<file path="src/rtl/output_port_arbiter_if.sv">
// rtl/output_port_arbiter_if.sv - input-unit, downstream and status signals of one router output port
interface output_port_arbiter_if;
  logic [4:0]   req;
  logic [4:0]   push_i;
  logic [319:0] flits_in;
  logic         ds_ready;
  logic [4:0]   vc_grant;
  logic [4:0]   st_ack;
  logic [63:0]  flit_out;
  logic         push_out;
  logic         busy;
  logic         wd_err;

  modport master (
    output req, push_i, flits_in, ds_ready,
    input  vc_grant, st_ack, flit_out, push_out, busy, wd_err
  );

  modport slave (
    input  req, push_i, flits_in, ds_ready,
    output vc_grant, st_ack, flit_out, push_out, busy, wd_err
  );
endinterface

</file>
<file path="src/rtl/output_port_arbiter.sv">
// rtl/output_port_arbiter.sv - round-robin packet-locking output port arbiter; XFER watchdog under OA_WATCHDOG_EN
module output_port_arbiter #(
  parameter int PKT_LEN = 4,
  parameter int TIMEOUT = 16
) (
  input  logic                  clk,
  input  logic                  reset,
  output_port_arbiter_if.slave  bus
);

  localparam int CW = $clog2(PKT_LEN + 1);

  typedef enum logic [1:0] {IDLE, GRANT, WAIT, XFER} state_t;

  state_t        state_q, state_n;
  logic [2:0]    win_q, win_n;
  logic [2:0]    ptr_q, ptr_n;
  logic [CW-1:0] cnt_q, cnt_n;
  logic [4:0]    vc_grant_q, vc_grant_n;
  logic [4:0]    st_ack_q, st_ack_n;
  logic [63:0]   flit_out_q, flit_out_n;
  logic          push_out_q, push_out_n;
  logic          busy_q, busy_n;
  logic          wd_err_q, wd_err_n;

  logic [2:0]    rr_win;
  logic          rr_found;
  logic [4:0]    win_onehot;
  logic [63:0]   sel_flit;
  logic          sel_push;
  logic [CW-1:0] cnt_inc;

`ifdef OA_WATCHDOG_EN
  localparam int IW = $clog2(TIMEOUT + 1);
  logic [IW-1:0] idle_q, idle_n;
`else
  logic unused_timeout;
  assign unused_timeout = ^TIMEOUT;
`endif

  // Scan starts just past the last winner, so it has lowest priority now
  always_comb begin
    rr_win   = ptr_q;
    rr_found = 1'b0;
    for (int k = 1; k <= 5; k++) begin
      int         idx;
      logic [2:0] i3;
      idx = int'(ptr_q) + k;
      if (idx >= 5) idx = idx - 5;
      i3 = 3'(idx);
      if (!rr_found && bus.req[i3]) begin
        rr_win   = i3;
        rr_found = 1'b1;
      end
    end
  end

  assign win_onehot = 5'b00001 << win_q;
  assign sel_flit   = bus.flits_in[{win_q, 6'b000000} +: 64];
  assign sel_push   = bus.push_i[win_q];
  assign cnt_inc    = cnt_q + 1'b1;

  always_comb begin
    state_n    = state_q;
    win_n      = win_q;
    ptr_n      = ptr_q;
    cnt_n      = cnt_q;
    vc_grant_n = 5'b00000;
    st_ack_n   = 5'b00000;
    flit_out_n = flit_out_q;
    push_out_n = 1'b0;
    wd_err_n   = 1'b0;
`ifdef OA_WATCHDOG_EN
    idle_n     = idle_q;
`endif
    case (state_q)
      IDLE: begin
        if (rr_found) begin
          win_n   = rr_win;
          ptr_n   = rr_win;
          state_n = GRANT;
        end
      end
      GRANT: begin
        vc_grant_n = win_onehot;
        state_n    = WAIT;
      end
      WAIT: begin
        // Downstream credit is reserved here; XFER never looks at ds_ready
        if (bus.ds_ready) begin
          st_ack_n = win_onehot;
          cnt_n    = '0;
          state_n  = XFER;
`ifdef OA_WATCHDOG_EN
          idle_n   = '0;
`endif
        end
      end
      XFER: begin
        if (sel_push) begin
          flit_out_n = sel_flit;
          push_out_n = 1'b1;
          cnt_n      = cnt_inc;
`ifdef OA_WATCHDOG_EN
          idle_n     = '0;
`endif
          if (sel_flit[63:62] == 2'b10 || cnt_inc == CW'(PKT_LEN)) state_n = IDLE;
        end
`ifdef OA_WATCHDOG_EN
        else if (idle_q + 1'b1 == IW'(TIMEOUT)) begin
          wd_err_n = 1'b1;
          idle_n   = '0;
          state_n  = IDLE;
        end else begin
          idle_n = idle_q + 1'b1;
        end
`endif
      end
      default: state_n = IDLE;
    endcase
    busy_n = (state_n != IDLE);
  end

  always_ff @(posedge clk) begin
    if (reset) begin
      state_q    <= IDLE;
      win_q      <= 3'd0;
      ptr_q      <= 3'd4;
      cnt_q      <= '0;
      vc_grant_q <= 5'b00000;
      st_ack_q   <= 5'b00000;
      flit_out_q <= 64'd0;
      push_out_q <= 1'b0;
      busy_q     <= 1'b0;
      wd_err_q   <= 1'b0;
`ifdef OA_WATCHDOG_EN
      idle_q     <= '0;
`endif
    end else begin
      state_q    <= state_n;
      win_q      <= win_n;
      ptr_q      <= ptr_n;
      cnt_q      <= cnt_n;
      vc_grant_q <= vc_grant_n;
      st_ack_q   <= st_ack_n;
      flit_out_q <= flit_out_n;
      push_out_q <= push_out_n;
      busy_q     <= busy_n;
      wd_err_q   <= wd_err_n;
`ifdef OA_WATCHDOG_EN
      idle_q     <= idle_n;
`endif
    end
  end

  assign bus.vc_grant = vc_grant_q;
  assign bus.st_ack   = st_ack_q;
  assign bus.flit_out = flit_out_q;
  assign bus.push_out = push_out_q;
  assign bus.busy     = busy_q;
  assign bus.wd_err   = wd_err_q;

endmodule

</file>
<file path="src/flat_wrapper.sv">
// flat-port wrapper written by rule: the top's interface ports become plain ports
module output_port_arbiter_flat 
#(
  parameter int PKT_LEN = 4,
  parameter int TIMEOUT = 16
)
  (clk, reset, bus_req, bus_push_i, bus_flits_in, bus_ds_ready, bus_vc_grant, bus_st_ack, bus_flit_out, bus_push_out, bus_busy, bus_wd_err);
  output_port_arbiter_if bus_i ();
  input  logic clk;
  input  logic reset;
  input wire logic [$bits(bus_i.req)-1:0] bus_req;
  input wire logic [$bits(bus_i.push_i)-1:0] bus_push_i;
  input wire logic [$bits(bus_i.flits_in)-1:0] bus_flits_in;
  input wire logic [$bits(bus_i.ds_ready)-1:0] bus_ds_ready;
  output wire logic [$bits(bus_i.vc_grant)-1:0] bus_vc_grant;
  output wire logic [$bits(bus_i.st_ack)-1:0] bus_st_ack;
  output wire logic [$bits(bus_i.flit_out)-1:0] bus_flit_out;
  output wire logic [$bits(bus_i.push_out)-1:0] bus_push_out;
  output wire logic [$bits(bus_i.busy)-1:0] bus_busy;
  output wire logic [$bits(bus_i.wd_err)-1:0] bus_wd_err;
  assign bus_i.req = bus_req;
  assign bus_i.push_i = bus_push_i;
  assign bus_i.flits_in = bus_flits_in;
  assign bus_i.ds_ready = bus_ds_ready;
  assign bus_vc_grant = bus_i.vc_grant;
  assign bus_st_ack = bus_i.st_ack;
  assign bus_flit_out = bus_i.flit_out;
  assign bus_push_out = bus_i.push_out;
  assign bus_busy = bus_i.busy;
  assign bus_wd_err = bus_i.wd_err;
  output_port_arbiter #(.PKT_LEN(PKT_LEN), .TIMEOUT(TIMEOUT)) u_core (.clk(clk), .reset(reset), .bus(bus_i));
endmodule
</file>
<file path="config.mk">
export PLATFORM = sky130hd
export DESIGN_NAME = output_port_arbiter_flat
export DESIGN_NICKNAME = d
export VERILOG_FILES = /design/src/rtl/output_port_arbiter_if.sv /design/src/rtl/output_port_arbiter.sv /design/src/flat_wrapper.sv
export SDC_FILE = /design/constraint.sdc
export NUM_CORES = 1
export LEC_CHECK = 0
export CAP_MARGIN = 20
export CORE_AREA = 2 2 158 160
export CTS_CLUSTER_SIZE = 30
export DETAILED_ROUTE_END_ITERATION = 10
export DIE_AREA = 0 0 160 162
export RECOVER_POWER = 100
export REMOVE_ABC_BUFFERS = 1
export SYNTH_ARGS = -nofsm -noshare
export SYNTH_HDL_FRONTEND = slang
export SYNTH_SLANG_ARGS = --single-unit
</file>
<file path="constraint.sdc">
create_clock -name clk -period 5.6 [get_ports clk]
set_input_delay 1.68 -clock clk [delete_from_list [all_inputs] [get_ports clk]]
set_output_delay 1.68 -clock clk [all_outputs]
set_load 0.01 [all_outputs]
</file>
# Word-level counts from Yosys, hierarchy flattened
# Cells that the tools add are included.
dict set report op_classes {
  addsub 11
  n_mul 0
  div_mod_pow 0
  n_lt_le_gt_ge 11
  eq_ne 7
  shifts 2
  muxes 36
  n_bitwise 4
  n_reduce_logical 18
}
# op count
set op_table {}
lappend op_table {{indexed part select 320 x 10 -> 64 bit} 1}
lappend op_table {{two-way mux 3 bit} 12}
lappend op_table {{< comparator 3 x 4 -> 1 bit (second input constant)} 6}
lappend op_table {{greater-or-equal comparator 4 x 3 -> 1 bit (second input constant)} 5}
lappend op_table {{binary-select mux 1 bit (select 3 bit)} 6}
lappend op_table {{subtractor 3 bit (second input constant)} 5}
lappend op_table {{two-way mux 1 bit} 12}
lappend op_table {{adder 3 x 2 -> 4 bit (second input constant)} 2}
lappend op_table {{adder 3 x 3 -> 4 bit (second input constant)} 2}
lappend op_table {{two-way mux 2 bit} 4}
lappend op_table {{case mux 2 bit (4 select lines)} 1}
lappend op_table {{== test 2 bit (second input constant)} 3}
lappend op_table {{case mux 3 bit (2 select lines)} 1}
lappend op_table {{<< shifter 1 x 3 -> 5 bit (first input constant)} 1}
lappend op_table {{adder 3 x 1 -> 4 bit (second input constant)} 1}
lappend op_table {{logical AND 1 bit} 4}
lappend op_table {{logical NOT 1 bit} 4}
lappend op_table {{inverter 1 bit} 4}
lappend op_table {{AND reduction 2 bit} 2}
lappend op_table {{nonzero test 2 bit} 2}
lappend op_table {{OR reduction 2 bit} 2}
lappend op_table {{adder 3 x 1 -> 3 bit (second input constant)} 1}
lappend op_table {{== test 3 bit (second input constant)} 1}
lappend op_table {{AND reduction 3 bit} 1}
lappend op_table {{other kinds (6)} 6}
dict set report word_totals {
  reg_bits 87
  latch_bits 0
  ramBits 0
  mem_bits_ro 0
  inputBits 333
  wordCells 98
  memories 0
}

# Logic depth before layout (Yosys ltp)
dict set report logic_depth {
  depth_word 21
  ltp_mapped 15
}

# Least setup slack after synthesis
# No wires, ideal clock.
dict set report synth_timing {
  path_type {register to register}
  startpoint {register u_core.ptr_q[1]}
  endpoint {register u_core.ptr_q[0]}
  t_arrival_ns 3.677
  path_slack_ns 1.832
  stages_incl_launch_ff 16
  path_buffers 4
  path_cell_list {dfxtp_1 -> clkbuf_1 -> clkbuf_1 -> clkbuf_1 -> inv_1 -> ha_1 -> ha_1 -> clkbuf_1 -> nand2_1 -> o21ai_1 -> o21ai_0 -> o2111a_1 -> a211oi_2 -> a41o_2 -> a221oi_1 -> a311oi_1}
}
dict set report synth_between {
  elab_chain_cells 19
  elab_cells_between_ends 49
  cone_classes {add/sub: 10; order compare: 5; mux: 25; reduce/logical: 9}
}
# element line
set synth_lines {}
lappend synth_lines {{start, declared} output_port_arbiter.sv:17} ;# logic [2:0] ptr_q, ptr_n;
lappend synth_lines {{start signal, assigned} output_port_arbiter.sv:142} ;# ptr_q <= ptr_n;
lappend synth_lines {{adder 3 x 1 -> 4 bit} output_port_arbiter.sv:48} ;# idx = int'(ptr_q) + k;
lappend synth_lines {{greater-or-equal comparator 4 x 3 -> 1 bit or subtractor 3 bit (tied branches)} output_port_arbiter.sv:49} ;# if (idx >= 5) idx = idx - 5;
lappend synth_lines {{two-way mux 3 bit} output_port_arbiter.sv:49}
lappend synth_lines {{binary-select mux 1 bit (select 3 bit)} output_port_arbiter.sv:51} ;# if (!rr_found && bus.req[i3]) begin
lappend synth_lines {{two-way mux 1 bit (not written as such)} output_port_arbiter.sv:51}
lappend synth_lines {{two-way mux 1 bit} output_port_arbiter.sv:51}
lappend synth_lines {{logical NOT 1 bit} output_port_arbiter.sv:51}
lappend synth_lines {{logical AND 1 bit} output_port_arbiter.sv:51}
lappend synth_lines {{(+3 left out)} --}
lappend synth_lines {{two-way mux 1 bit} output_port_arbiter.sv:51}
lappend synth_lines {{logical NOT 1 bit} output_port_arbiter.sv:51}
lappend synth_lines {{logical AND 1 bit} output_port_arbiter.sv:51}
lappend synth_lines {{two-way mux 1 bit} output_port_arbiter.sv:51}
lappend synth_lines {{logical NOT 1 bit} output_port_arbiter.sv:51}
lappend synth_lines {{logical AND 1 bit} output_port_arbiter.sv:51}
lappend synth_lines {{two-way mux 1 bit} output_port_arbiter.sv:51}
lappend synth_lines {{AND reduction 2 bit (no source line)} --}
# Parallel ways exist; a longest one is shown, timed or not. The select of a mux whose other input is x is not followed.
# A chain may end at the register's enable or synchronous reset.

# Worst setup path after layout
dict set report layout_timing {
  startpoint {register u_core.ptr_q[0]}
  endpoint {register u_core.ptr_q[0]}
}
# The elaborated chain is that of the path after synthesis.

==> impl_metrics.yaml <==
yosys:
  yosys.cell_types.count: 60
  synth_top_family_by_area: "multiplexers"
  yosys.area_share.simple: 0.168
  synth_commonest_cells: "85 x dfxtp_1, 85 x nand2_1, 81 x nor2_1"
  syn-cell-area_mm2: 0.00618
  postSynthCellCount: 681
  async_flop_share: 0
  synth-compound-area-share: 0.206
  synth_edf_count: 0
  syn_avg_cell_area_um2: 9.07
  ys_ff_latch: 85
  yosysSeqAreaShare: 0.275
  yosysWarnings: 0
  synth.top_cell.area_share: 0.275
  synth_xor_xnor_area_share: 0.00972
  synthTopCellsByArea: "dfxtp_1 28%, mux4_2 24%, a22oi_1 7.9%, o21ai_0 6.4%, nand2_1 5.2%"
  yosysTopAreaCell: "dfxtp_1"
  synthAdderAreaFrac: 0.0296
  synth_mux_area_frac: 0.260
  synthFlopType: "dfxtp_1"
clock_tree:
  cts_num_sinks: 85
  htreeDepth: 3
  hold_buffers: 0
  clock-root-buffer: "clkbuf_16"
  insertion_delay_ns: 0.35
  cts_resized: 0
  path_clk_slew_ns: 0.07
  clockBufferDepth: 2
  cts_setup_buffers: 0
  numCtsBuffers: 9
  cts_tree: "yes"
finish:
  ff_latch_area_mm2: 0.00171
  fin_util: 0.448
  areaGrowthSynthToFinish_pct: 74.9
  fill_cells: 2395
  final_area_mm2: 0.0108
  nets: 1388
  multiInputGateArea_mm2: 0.00418
  drive_above_1_share: 0.0994
global_route:
  antenna_found_initial: 18
  grt_use_total: 0.229
  grt_pass1_wl_mm: 44.1
  grt_pass1_vias: 6795
  grt_overflow: 0
  grt_max_degree: 82
critical_path:
  start_kind: "register"
  worst-setup-path-type: "register to register"
  worstPathRequired_ns: 5.83
  critPathMaxFanout: 51
  critPathArrivalTime_ns: 4.83
  ff2ff_setup_slack_ns: 1.0
  endpoint_kind: "register"
detailed_routing:
  avgViaCountPerCell: 5.00
  dr.pass1.iters: 5
  wl_mm: 30.4
  drt_iter0_markers: 439
  vias: 6909
  ant_nets: 0
  wl_per_cell_um: 22.0
  drc_errors: 0
sta:
  setup_viol_count_final: 0
  timing.slew.headroom: -0.271
  grt_setup_unrepaired: "no"
  finalCritPeriodShare: 0.822
  clock_skew_ns: 0.0103
  period_needed_ns: 4.60
  max_freq_mhz: 217
  worstMarginPinSlew_ns: 1.91
  slew_violations: 52
  hold_violations: 0
power_and_ir_drop:
  p_leak_uw: 0.00410
  p_seq_frac: 0.248
  swShare: 0.387
  ir_drop_mv: 0.160
  clockPowerShare: 0.211
  powerDensity_mw_per_mm2: 298
  comb_power_share: 0.541
  intPower_uw: 1970
  p_switching_uw: 1240
placement:
  place_hpwl_mm: 23.8
  port_buffers: 408
  dpl-instance-area_mm2: 0.0105
  gp_congestion: 0.913
floorplan:
  fp.dieW_um: 160
  core_area_mm2: 0.0241
  num_io_pins: 410
  placementRows: 57
  die_h_um: 162
  start_util: 0.256
  die-area_mm2: 0.0259
outcome:
  outcome: "finished, violations left"
  failed_checks: "max-capacitance violations, max-slew violations"
min_path:
  worstHoldPathType: "register to register"
job:
  maxCapViolCount: 1
## area by class of cell
type                            instances  share of cell area
Clock inverter                          7             0.00950
Sequential cell                        85               0.158
Clock buffer                            9              0.0209
Tap cell                              324              0.0375
Antenna cell                           12             0.00278
Inverter                                9             0.00313
Timing Repair Buffer                  414               0.381
Multi-Input combinational cell        522               0.387
## logic make-up (layout without fill, tap and decap cells)
| group | count (synthesis) | count (layout) |
|---|---|---|
| compound gates | 192 | 192 |
| xor+xnor | 6 | 6 |
| mux | 79 | 79 |
| buf+inv | 74 | 439 |
| fa+ha+maj | 14 | 14 |
| simple gates | 230 | 230 |
| other cells | 1 | 13 |
| flops | 85 | 85 |
## state kept, by name, indices dropped and copies added, names as in the netlist
register / cells
u_core.win_q: 1
u_core.bus.flit_out: 64
u_core.bus.push_out: 1
u_core.ptr_q: 3
u_core.bus.st_ack: 5
u_core.state_q: 2
u_core.bus.busy: 1
u_core.bus.vc_grant: 5
u_core.cnt_q: 3
## worst max-delay path, stage by stage, from the launching register on
cell	delay, ns
dfxtp_4	0.84
clkbuf_2	1.49
ha_1	0.42
and2b_1	0.15
nand2b_1	0.25
o32a_1	0.25
nor2_1	0.07
nor2_1	0.27
a41o_2	0.31
a221oi_1	0.11
a311oi_1	0.32
## cells in the final DEF, fill, tap and decap left out, types with 12 or more instances in the layout
cell type,count
dfxtp_1,83
ha_1,13
a22oi_1,65
nand2b_1,13
mux4_2,65
o21ai_0,79
clkdlybuf4s50_1,330
mux2i_1,12
nand2_1,85
nor2_1,81
dlygate4sd3_1,77
diode_2,12
## power by group through the flow
stage / Combinational [uW] / Sequential, uW / Clock, uW
after detailed placement: 1760 / 816 / 0
after floorplan: 1060 / 855 / 0
after global placement: 1760 / 816 / 0
after CTS: 1770 / 803 / 701
final: 1740 / 798 / 678
after global routing: 1900 / 814 / 724
## path summary, 6_finish.rpt
check,start,endpoint,cells after the start
min,u_core.bus.flit_out[63],u_core.bus.flit_out[63],2
max,u_core.ptr_q[0],u_core.ptr_q[0],10
max reg2reg,u_core.ptr_q[0],u_core.ptr_q[0],10
min reg2reg,u_core.bus.flit_out[63],u_core.bus.flit_out[63],2
## stage by stage
step	setup TNS [ns]	setup slack, ns	instances	total power, uW	hold slack (ns)
detailed placement	0	0.930	1354	2570	0.495
CTS	0	1.14	1370	3270	0.507
global route	0	0.413	1379	3440	0.524
global placement	0	0.995	1354	2570	0.489
floorplan	-318.03	-4.66	616	1920	0.463
finish	0	0.999	1382	3220	0.497
## metal layers
metal  track usage  vias to the layer above  wire length, um
li1              -                     3275                -
met1         0.270                     3305            11900
met2         0.378                      277            14800
met3         0.102                       40             3050
met4        0.0643                       12              577
met5             0                        -               75
Power figures use the tool's default switching activity.
